--- src/rtl/serial_adder_ctrl.sv ---
// Bit-serial WIDTH-bit adder sequencer: one full-add cell (two half adders + OR)
// processes operands LSB-first, one bit per clock, with a carry flip-flop between bits.
// Ports: clk/rst (sync, active-high), start/a/b/cin request, busy/done status,
//        sum/cout registered result held until the next completion.
module serial_adder_ctrl #(
  parameter int WIDTH = 8
) (
  input  logic             clk,
  input  logic             rst,
  input  logic             start,
  input  logic [WIDTH-1:0] a,
  input  logic [WIDTH-1:0] b,
  input  logic             cin,
  output logic             busy,
  output logic             done,
  output logic [WIDTH-1:0] sum,
  output logic             cout
);

  localparam int            CW   = $clog2(WIDTH);
  localparam logic [CW-1:0] LAST = CW'(WIDTH - 1);

  typedef enum logic [1:0] {
    IDLE = 2'd0,
    RUN  = 2'd1,
    DONE = 2'd2
  } state_t;

  state_t           state_q, state_d;
  logic [CW-1:0]    cnt_q, cnt_d;
  logic             carry_q, carry_d;
  logic [WIDTH-1:0] a_q, a_d;
  logic [WIDTH-1:0] b_q, b_d;
  logic [WIDTH-1:0] acc_q, acc_d;
  logic [WIDTH-1:0] sum_q, sum_d;
  logic             cout_q, cout_d;
  logic             busy_q, busy_d;
  logic             done_q, done_d;

  // Single full-add cell built from two half-adder stages.
  logic s1, c1, s_bit, c2;
  assign s1    = a_q[0] ^ b_q[0];
  assign c1    = a_q[0] & b_q[0];
  assign s_bit = s1 ^ carry_q;
  assign c2    = s1 & carry_q;

  // State register plus datapath registers.
  always_ff @(posedge clk) begin
    if (rst) begin
      state_q <= IDLE;
      cnt_q   <= '0;
      carry_q <= 1'b0;
      a_q     <= '0;
      b_q     <= '0;
      acc_q   <= '0;
      sum_q   <= '0;
      cout_q  <= 1'b0;
      busy_q  <= 1'b0;
      done_q  <= 1'b0;
    end else begin
      state_q <= state_d;
      cnt_q   <= cnt_d;
      carry_q <= carry_d;
      a_q     <= a_d;
      b_q     <= b_d;
      acc_q   <= acc_d;
      sum_q   <= sum_d;
      cout_q  <= cout_d;
      busy_q  <= busy_d;
      done_q  <= done_d;
    end
  end

  // Next-state logic.
  always_comb begin
    state_d = state_q;
    case (state_q)
      IDLE:    if (start) state_d = RUN;
      RUN:     if (cnt_q == LAST) state_d = DONE;
      DONE:    state_d = IDLE;
      default: state_d = IDLE;
    endcase
  end

  // Datapath next values.
  always_comb begin
    cnt_d   = cnt_q;
    carry_d = carry_q;
    a_d     = a_q;
    b_d     = b_q;
    acc_d   = acc_q;
    sum_d   = sum_q;
    cout_d  = cout_q;
    case (state_q)
      IDLE: begin
        if (start) begin
          a_d     = a;
          b_d     = b;
          carry_d = cin;
          cnt_d   = '0;
          acc_d   = '0;
        end
      end
      RUN: begin
        carry_d = c1 | c2;
        acc_d   = {s_bit, acc_q[WIDTH-1:1]};
        a_d     = {1'b0, a_q[WIDTH-1:1]};
        b_d     = {1'b0, b_q[WIDTH-1:1]};
        // The counter parks on the last index instead of incrementing, so it
        // never wraps even when WIDTH is a power of two.
        if (cnt_q == LAST) begin
          sum_d  = acc_d;
          cout_d = carry_d;
        end else begin
          cnt_d = cnt_q + 1'b1;
        end
      end
      default: ;
    endcase
  end

  // Status outputs decoded from the next state and registered, so they are
  // clean flop outputs aligned with the state register.
  always_comb begin
    busy_d = (state_d == RUN);
    done_d = (state_d == DONE);
  end

  assign busy = busy_q;
  assign done = done_q;
  assign sum  = sum_q;
  assign cout = cout_q;

endmodule
--- config.mk ---
export PLATFORM = sky130hd
export DESIGN_NAME = serial_adder_ctrl
export DESIGN_NICKNAME = d
export VERILOG_FILES = /design/src/rtl/serial_adder_ctrl.sv
export SDC_FILE = /design/constraint.sdc
export NUM_CORES = 1
export LEC_CHECK = 0
export CAP_MARGIN = 40
export CORE_MARGIN = 5
export CORE_UTILIZATION = 46
export DETAILED_ROUTE_END_ITERATION = 12
export GPL_ROUTABILITY_DRIVEN = 0
export HOLD_SLACK_MARGIN = 0.02
export PLACE_DENSITY = 0.85
export SYNTH_ARGS = -nofsm -noshare
export SYNTH_HDL_FRONTEND = slang
export SYNTH_SLANG_ARGS = --single-unit
export TNS_END_PERCENT = 1
--- constraint.sdc ---
create_clock -name clk -period 1.47 [get_ports clk]
set_input_delay 0.2205 -clock clk [delete_from_list [all_inputs] [get_ports clk]]
set_output_delay 0.2205 -clock clk [all_outputs]
set_load 0.03 [all_outputs]
# After elaboration in Yosys (flattened, before gate mapping)
# Index checks and enable logic that the tools add are counted.
# word_totals
regBits	41
input_bits	20
elab_cells	41
# classes
n_addsub	1
n_eq_ne	6
mux	14
bitwise_logic	5
n_reduce_logical	5
# op_table
operator	count
case mux 8 bit (2 select lines)	3
two-way mux 8 bit	3
two-way mux 3 bit	2
case mux 3 bit (2 select lines)	1
equality test 2 x 1 -> 1 bit, second input constant	2
two-way mux 2 bit	2
!= test 2 bit, second input constant	2
case mux 2 bit (2 select lines)	1
AND reduction 2 bit	2
adder 3 x 1 -> 3 bit, second input constant	1
equality test 3 bit, second input constant	1
AND reduction 3 bit	1
AND 1 bit	2
equality test 2 bit, second input constant	1
logical NOT 2 bit	1
case mux 1 bit (2 select lines)	1
nonzero test 2 bit	1
XOR 1 bit	2
two-way mux 1 bit	1
OR 1 bit	1

# Depth between registers and ports, before layout
# Gate-level depths: netlist of the first run.
# depth
ltp_word	4
depth_mapped	7
depth_no_buf	5

# Worst setup path after synthesis of the first run
# Ideal clock, no wire load.
# synth_path
path_type	register to register
from	register cnt_q[0]
to	register cout_q, in the netlist cout
setup_ns	0.086
t_arrival_ns	1.344
path_slack_ns	0.041
stages_incl_launch_ff	7
n_path_buf	2
period_less_slack_ns	1.429
path_cell_list	dfxtp_1 -> ha_1 -> ha_1 -> clkbuf_2 -> and3b_1 -> buf_4 -> a211oi_1
# synth_via
elab_chain_len	2
# synth_rtl
element	line_no	source
from (decl)	30	logic [CW-1:0] cnt_q, cnt_d;
from (signal assigned)	62	cnt_q <= cnt_d;
equality test 3 bit	111	if (cnt_q == LAST) begin
AND reduction 2 bit (no line)	--	
to (signal assigned)	68	cout_q <= cout_d;
to (decl)	36	logic cout_q, cout_d;
# No other way between the ends.
# A chain may end at the register's enable or synchronous reset.

# Worst setup path in the final report of the first run
# layout_path
from	register cnt_q[0]
to	register sum_q[4], in the netlist sum[4]
# layout_via
elab_chain_len	2
# layout_rtl
element	line_no	source
equality test 3 bit	111	
AND reduction 2 bit (no line)	--	
to (signal assigned)	67	sum_q <= sum_d;
to (decl)	35	logic [WIDTH-1:0] sum_q, sum_d;
# No other way between the ends.

==> flow_summary_export.csv, run 1 <==
group,metric,value,unit
outcome,status,"completed",
drt,antenna_left,0,
drt,wl_met3,218,um
place,dp_hpwl,2350,um
sta,min_period,1.35,ns
hold_path,min_from,"sum[1]",
clocking,clk-insertion-delay-late,0.35,ns
sta,hold_viol_final,0,
clocking,cts_max_level,2,
critical_path,r2r_slack,0.12,ns
synth,synth_area_per_cell,9.41,um^2
drt,highest_layer,"met4",
sta,final.setup_skew,0.00686,ns
power_and_ir_drop,p_total,2.00,mW
critical_path,startpoint_type,"flip-flop",
sta,relSlewSlack,70.8,%
sta,finalSetupViolCount,0,
global_route,grt_pass1_vias,1239,
power_and_ir_drop,p_leak,0.862,nW
clocking,clock_sinks,40,
drt,first_pass_iters,4,
sta,worstMarginPinSlew,0.438,ns
critical_path,r2r-end,"sum[4]",
synth,yosysWarnings,0,
clocking,path_clk_slew,0.11,ns
die,core.rowCount,21,
power_and_ir_drop,irDropWorstVdd,559,uV
finish,drive_above_1_share,14.1,%
synth,ys_seq_area_share,48.6,%
global_route,grt_antenna_before_repair,0,
hold_path,hold-path-endpoint,"sum[1]",
drt,wl_per_cell,12.4,um
drt,vias,1325,
finish,insertedDiodeCount,0,
critical_path,critical_path_required,1.72,ns
synth,synth_cell_types,29,
critical_path,endpoint_kind,"flip-flop",
die,chipWidth,69.8,um
synth,netlist_area,1650,um^2
drt,routed_wl,3220,um
global_route,grt.total_usage,13.9,%
die,dieHeight,69.8,um
global_route,grt_pass1_wl,5540,um
synth,ys_ff_latch,40,
global_route,grt_start_max_net_pins,26,
power_and_ir_drop,p_per_area,959,nW/um^2
clocking,cts_tree,"done",
clocking,numCtsBuffers,5,
drt,drc,0,
die,io_pins,31,
critical_path,r2r_cells,6,
synth,synthesis.nets,198,
sta,drv_slew,0,
sta,max_freq,741,MHz
place,port_buffers,30,
critical_path,critPathMaxFanout,7,
drt,vias_per_cell,5.12,
sta,tns,0,ns
critical_path,crit_type,"reg2reg",
critical_path,r2r-start,"cnt_q[0]",
clocking,root_buffer,"clkbuf_4",
clocking,cts_buffer_depth,2,
critical_path,crit_arrival,1.60,ns
drt,drt_iter0_markers,62,
sta,grt_setup_unrepaired,"yes",
hold_path,min-delay-path-class,"reg2reg",
flow_run,max_cap_violations,0,
drt,met2_length,1470,um
die,die_area,4880,um^2
sta,finalCritPeriodShare,91.8,%
drt,met1_length,1490,um
hold_path,whs_path_depth,2,
die,coreArea,3390,um^2
finish,nNetsFinal,235,
die,start_util,48.6,%
finish,final_util,61.6,%
synth,syn_inst,175,
global_route,gr-total-overflow,0,
place,pre_cts_slack,-0.0637,ns
finish,syn_to_final_growth,26.9,%
sta,fin_ws,0.121,ns
stage by stage:
stage / area [um^2] / cells / hold WS [ns]
floorplan: 1650 / 175 / 0.369
global placement: 2020 / 250 / 0.441
detailed placement: 2020 / 250 / 0.450
CTS: 2070 / 258 / 0.464
global route: 2090 / 259 / 0.491
finish: 2090 / 259 / 0.462
metal layers:
metal	vias to the layer above	global-route usage (%)
met5	-	0
met4	0	5.11
met3	6	5.80
met2	29	21.7
met1	600	17.1
li1	690	-
cells in the final DEF, fill, tap and decap left out, types with 3 or more instances in the layout:
cell type,n
mux2i_1,14
a22oi_1,8
inv_1,4
a21oi_1,9
nand2_1,17
nor2_1,28
nand3_1,4
dfxtp_2,3
nand2b_1,3
dfxtp_1,37
clkdlybuf4s50_1,19
buf_4,12
a211oi_1,18
clkbuf_4,5
a31oi_1,3
dlygate4sd2_1,11
where the power goes:
group | total, mW | switching (mW) | leakage, nW | internal, mW
clock | 0.576 | 0.348 | 0.0380 | 0.228
combinational | 0.264 | 0.121 | 0.495 | 0.144
sequential | 1.16 | 0.0317 | 0.329 | 1.13
total | 2.00 | 0.500 | 0.862 | 1.50
sequential cells by signal (all words and copies together) (netlist names):
signal / flops
a_q: 8
acc_q: 7
b_q: 8
busy: 1
carry_q: 1
cnt_q: 3
cout: 1
done: 1
state_q: 2
sum: 8
synthesized netlist by cell type:
| master | instances | area share (%) |
|---|---|---|
| buf_8 | 1 | 0.91 |
| clkbuf_2 | 1 | 0.30 |
| and3b_1 | 1 | 0.53 |
| fa_1 | 1 | 1.2 |
| dfxtp_1 | 40 | 49 |
| a211oi_1 | 18 | 8.2 |
| nor3_1 | 1 | 0.30 |
| nor2_1 | 29 | 6.6 |
| nand2b_1 | 3 | 1.1 |
| or3b_2 | 1 | 0.53 |
| a31oi_1 | 3 | 1.1 |
| nand3_1 | 4 | 1.2 |
| a21oi_1 | 9 | 2.7 |
| nor4b_1 | 1 | 0.53 |
| a2bb2oi_1 | 1 | 0.53 |
| inv_1 | 4 | 0.91 |
| nand2_1 | 17 | 3.9 |
| buf_6 | 1 | 0.68 |
| o21ba_4 | 1 | 0.99 |
| and2b_1 | 1 | 0.46 |
| nand3b_1 | 1 | 0.46 |
| a22oi_1 | 8 | 3.6 |
| nor3b_1 | 1 | 0.46 |
| buf_4 | 5 | 2.3 |
| buf_2 | 1 | 0.30 |
| o21bai_1 | 1 | 0.46 |
| mux2i_1 | 14 | 8.5 |
| clkbuf_1 | 4 | 0.91 |
| ha_1 | 2 | 1.5 |
layout make-up:
cell class	instances	area [um^2]
Clock inverter	2	10.0
Timing Repair Buffer	43	397
Tap cell	46	57.6
Inverter	4	15.0
Sequential cell	40	805
Clock buffer	6	51.3
Multi-Input combinational cell	118	754
Fill cell	289	1300
cells by family (layout without fill, tap and decap cells):
logic type,after synthesis,after routing,synth area share (%)
AOI/OAI and AO/OA,41,41,17.7
DFF,40,40,48.6
muxes,14,14,8.51
buffers and inverters,17,55,6.31
and+or+nand+nor,60,60,16.1
adders and majority gates,3,3,2.74
how the worst max path moves through the flow:
| stage | start | to | slack (ns) | depth (start not counted) |
|---|---|---|---|---|
| after floorplan | cnt_q[0] | cout | 0.04 | 6 |
| after global placement | start | b_q[6] | -0.01 | 4 |
| after detailed placement | start | b_q[6] | -0.06 | 4 |
| after CTS | cnt_q[0] | sum[4] | 0.05 | 6 |
| after global routing | state_q[0] | sum[6] | -0.005 | 4 |
| final | cnt_q[0] | sum[4] | 0.12 | 6 |
what timing repair did:
item,in CTS,in global routing
setup buffers,0,1
gates resized for setup,11,7
setup endpoints to repair,11,11
hold buffers,0,0
critical path, cell delays in order, from the launching register on:
cell and delay [ns]:
dfxtp_2 0.36, ha_1 0.19, ha_2 0.18, and3b_2 0.23
buf_4 0.17, nand2_1 0.07, a21oi_1 0.06
No activity file was read; power rests on OpenSTA's default activity.
==> inputs of run 2 (changes only) <==
--- a/config.mk
+++ b/config.mk
@@ -5,6 +5,7 @@
 export SDC_FILE = /design/constraint.sdc
 export NUM_CORES = 1
 export LEC_CHECK = 0
+export ABC_CLOCK_PERIOD_IN_PS = 1470
 export CAP_MARGIN = 40
 export CORE_MARGIN = 5
 export CORE_UTILIZATION = 46
==> results of run 2 <==
Final layout, timing and power as in run 1 (identical DEF).
==> inputs of run 3 (changes only) <==
--- a/config.mk
+++ b/config.mk
@@ -8,11 +8,12 @@
 export ABC_CLOCK_PERIOD_IN_PS = 1470
 export CAP_MARGIN = 40
 export CORE_MARGIN = 5
-export CORE_UTILIZATION = 46
+export CORE_UTILIZATION = 35
 export DETAILED_ROUTE_END_ITERATION = 12
 export GPL_ROUTABILITY_DRIVEN = 0
 export HOLD_SLACK_MARGIN = 0.02
-export PLACE_DENSITY = 0.85
+export PLACE_DENSITY = 0.7
+export SKIP_CTS_REPAIR_TIMING = 1
 export SYNTH_ARGS = -nofsm -noshare
 export SYNTH_HDL_FRONTEND = slang
 export SYNTH_SLANG_ARGS = --single-unit
==> run 3 against run 2 <==
Maximum frequency rose by 1.2%. Register-to-register slack improved by 0.02 ns. Combinational power barely moved. First-iteration DRC count rose by 61%. Via count fell by 2.2%. Die area rose by 27%. Clock-buffer cell count did not move. Core utilization fell by 15 points. Sequential cell count did not move. Power rose by 14%. Largest cell class unchanged.
==> flow_summary_export.csv, run 3 (same netlist as run 1, synthesis figures left out) <==
group,metric,value,unit
outcome,status,"completed",
clocking,root_buffer,"clkbuf_8",
sta,drv_slew,0,
clocking,clk-insertion-delay-late,0.29,ns
place,dpl_cell_area,2030,um^2
power_and_ir_drop,irDropWorstVdd,396,uV
critical_path,cpMaxStageDelayCell,"dfxtp_2",
place,place_inst,257,
sta,final.setup_skew,0.00810,ns
finish,syn_to_final_growth,32.4,%
clocking,cts_max_level,2,
sta,max_freq,750,MHz
critical_path,startpoint_type,"flip-flop",
drt,antenna_left,0,
drt,vias_per_cell,4.89,
sta,worstMarginPinSlew,0.379,ns
sta,tns,0,ns
sta,grt_setup_unrepaired,"yes",
global_route,grt_pass1_wl,5650,um
die,coreArea,4630,um^2
clocking,cts_buffer_depth,2,
drt,drt_iter0_markers,100,
finish,final_common_cell,"dfxtp_1",
die,start_util,35.6,%
critical_path,crit_chain,"ha_1 -> ha_2 -> and3b_1 -> buf_4 -> a211oi_1",
finish,layoutNonFillerInstCount,265,
hold_path,min_from,"sum[6]",
drt,wl_per_cell,12.1,um
die,io_pins,31,
place,port_buffers,30,
critical_path,critPathMaxFanout,4,
critical_path,crit_arrival,1.54,ns
place,dp_hpwl,2220,um
drt,first_pass_iters,4,
clocking,cts_tree,"done",
hold_path,min-delay-path-class,"reg2reg",
critical_path,r2r_slack,0.14,ns
finish,drive_above_1_share,11.8,%
global_route,grt_start_max_net_pins,32,
critical_path,endpoint_kind,"flip-flop",
die,chipWidth,78.6,um
die,die_area,6180,um^2
finish,layout_common_cells,"dfxtp_1, nor2_1, clkdlybuf4s50_1",
die,dieHeight,78.6,um
global_route,grt_pass1_vias,1228,
critical_path,critical_path_required,1.68,ns
global_route,grt.total_usage,11.5,%
critical_path,r2r-end,"cout",
critical_path,r2r-start,"cnt_q[0]",
drt,vias,1296,
sta,finalSetupViolCount,0,
drt,routed_wl,3210,um
finish,nNetsFinal,233,
drt,drc,0,
hold_path,hold-path-endpoint,"sum[6]",
sta,min_period,1.33,ns
finish,fin_area,2180,um^2
global_route,gr-total-overflow,0,
critical_path,r2r_cells,5,
flow_run,max_cap_violations,0,
sta,hold_viol_final,0,
global_route,grt_antenna_before_repair,0,
hold_path,whs_path_depth,2,
die,core.rowCount,25,
clocking,path_clk_slew,0.07,ns
power_and_ir_drop,p_per_area,1050,nW/um^2
clocking,clock_sinks,40,
critical_path,critPathMaxStageDelay,0.34,ns
power_and_ir_drop,p_leak,1.02,nW
sta,finalCritPeriodShare,90.7,%
clocking,numCtsBuffers,5,
finish,insertedDiodeCount,0,
sta,relSlewSlack,74.7,%
critical_path,crit_type,"reg2reg",
-- run 3: changes by cell type in the layout (fill, tap and decap cells not counted), sizes merged --
cell / before / now
buf: 13 / 11
bufinv: 0 / 1
clkinv: 2 / 1
dlygate4sd2: 11 / 0
dlymetal6s2s: 0 / 11
-- run 3: how the worst max path moves through the flow --
stage / from / to / slack [ns] / cells past startpoint
after floorplan: cnt_q[0] / cout / 0.04 / 6
after global placement: start / b_q[6] / -0.01 / 4
after detailed placement: start / b_q[6] / -0.04 / 4
after CTS: sum[7] / sum[7] / -0.08 / 1
after global routing: cnt_q[1] / cout / -0.01 / 6
final: cnt_q[0] / cout / 0.14 / 5
-- run 3: cell type report --
class	instances	area [um^2]
clock buffer	6	72.6
clock inverter	2	35.0
fill	440	2450
inverter	4	15.0
multi-input combinational	118	751
sequential	40	803
tap	54	67.6
timing repair buffer	41	435
-- run 3: metal layers --
layer	GRT usage, %	vias to the layer above	wire length (um)
met4	4.72	0	46
met1	15.5	587	1620
met5	0	-	0
met2	16.6	24	1370
met3	4.13	5	171
li1	-	680	-
-- run 3: through the flow --
step	util [%]	hold WS (ns)	setup slack (ns)	total power [mW]
6_report	47.1	0.452	0.136	2.29
5_1_grt	47.1	0.475	-0.0138	2.43
4_1_cts	46.2	0.459	-0.0818	2.32
3_5_place_dp	43.9	0.448	-0.0442	1.45
3_3_place_gp	43.9	0.441	-0.0106	1.45
2_1_floorplan	-	0.369	0.0407	1.35
-- run 3: power by group --
| part | total, mW | leakage [nW] | internal, mW | switching [mW] |
|---|---|---|---|---|
| clock | 0.862 | 0.0552 | 0.503 | 0.358 |
| sequential | 1.16 | 0.328 | 1.13 | 0.0301 |
| combinational | 0.263 | 0.638 | 0.144 | 0.118 |
| total | 2.29 | 1.02 | 1.78 | 0.507 |
-- run 3: critical path, delay by kind of cell, from the launching register on --
| kind | cells | cell delay (ns) |
|---|---|---|
| flip-flops | 1 | 0.34 |
| AND/OR/NAND/NOR | 1 | 0.18 |
| adder cells (fa/ha/maj) | 2 | 0.38 |
| buffers and inverters | 1 | 0.15 |
| AO/OA/AOI/OAI | 1 | 0.21 |
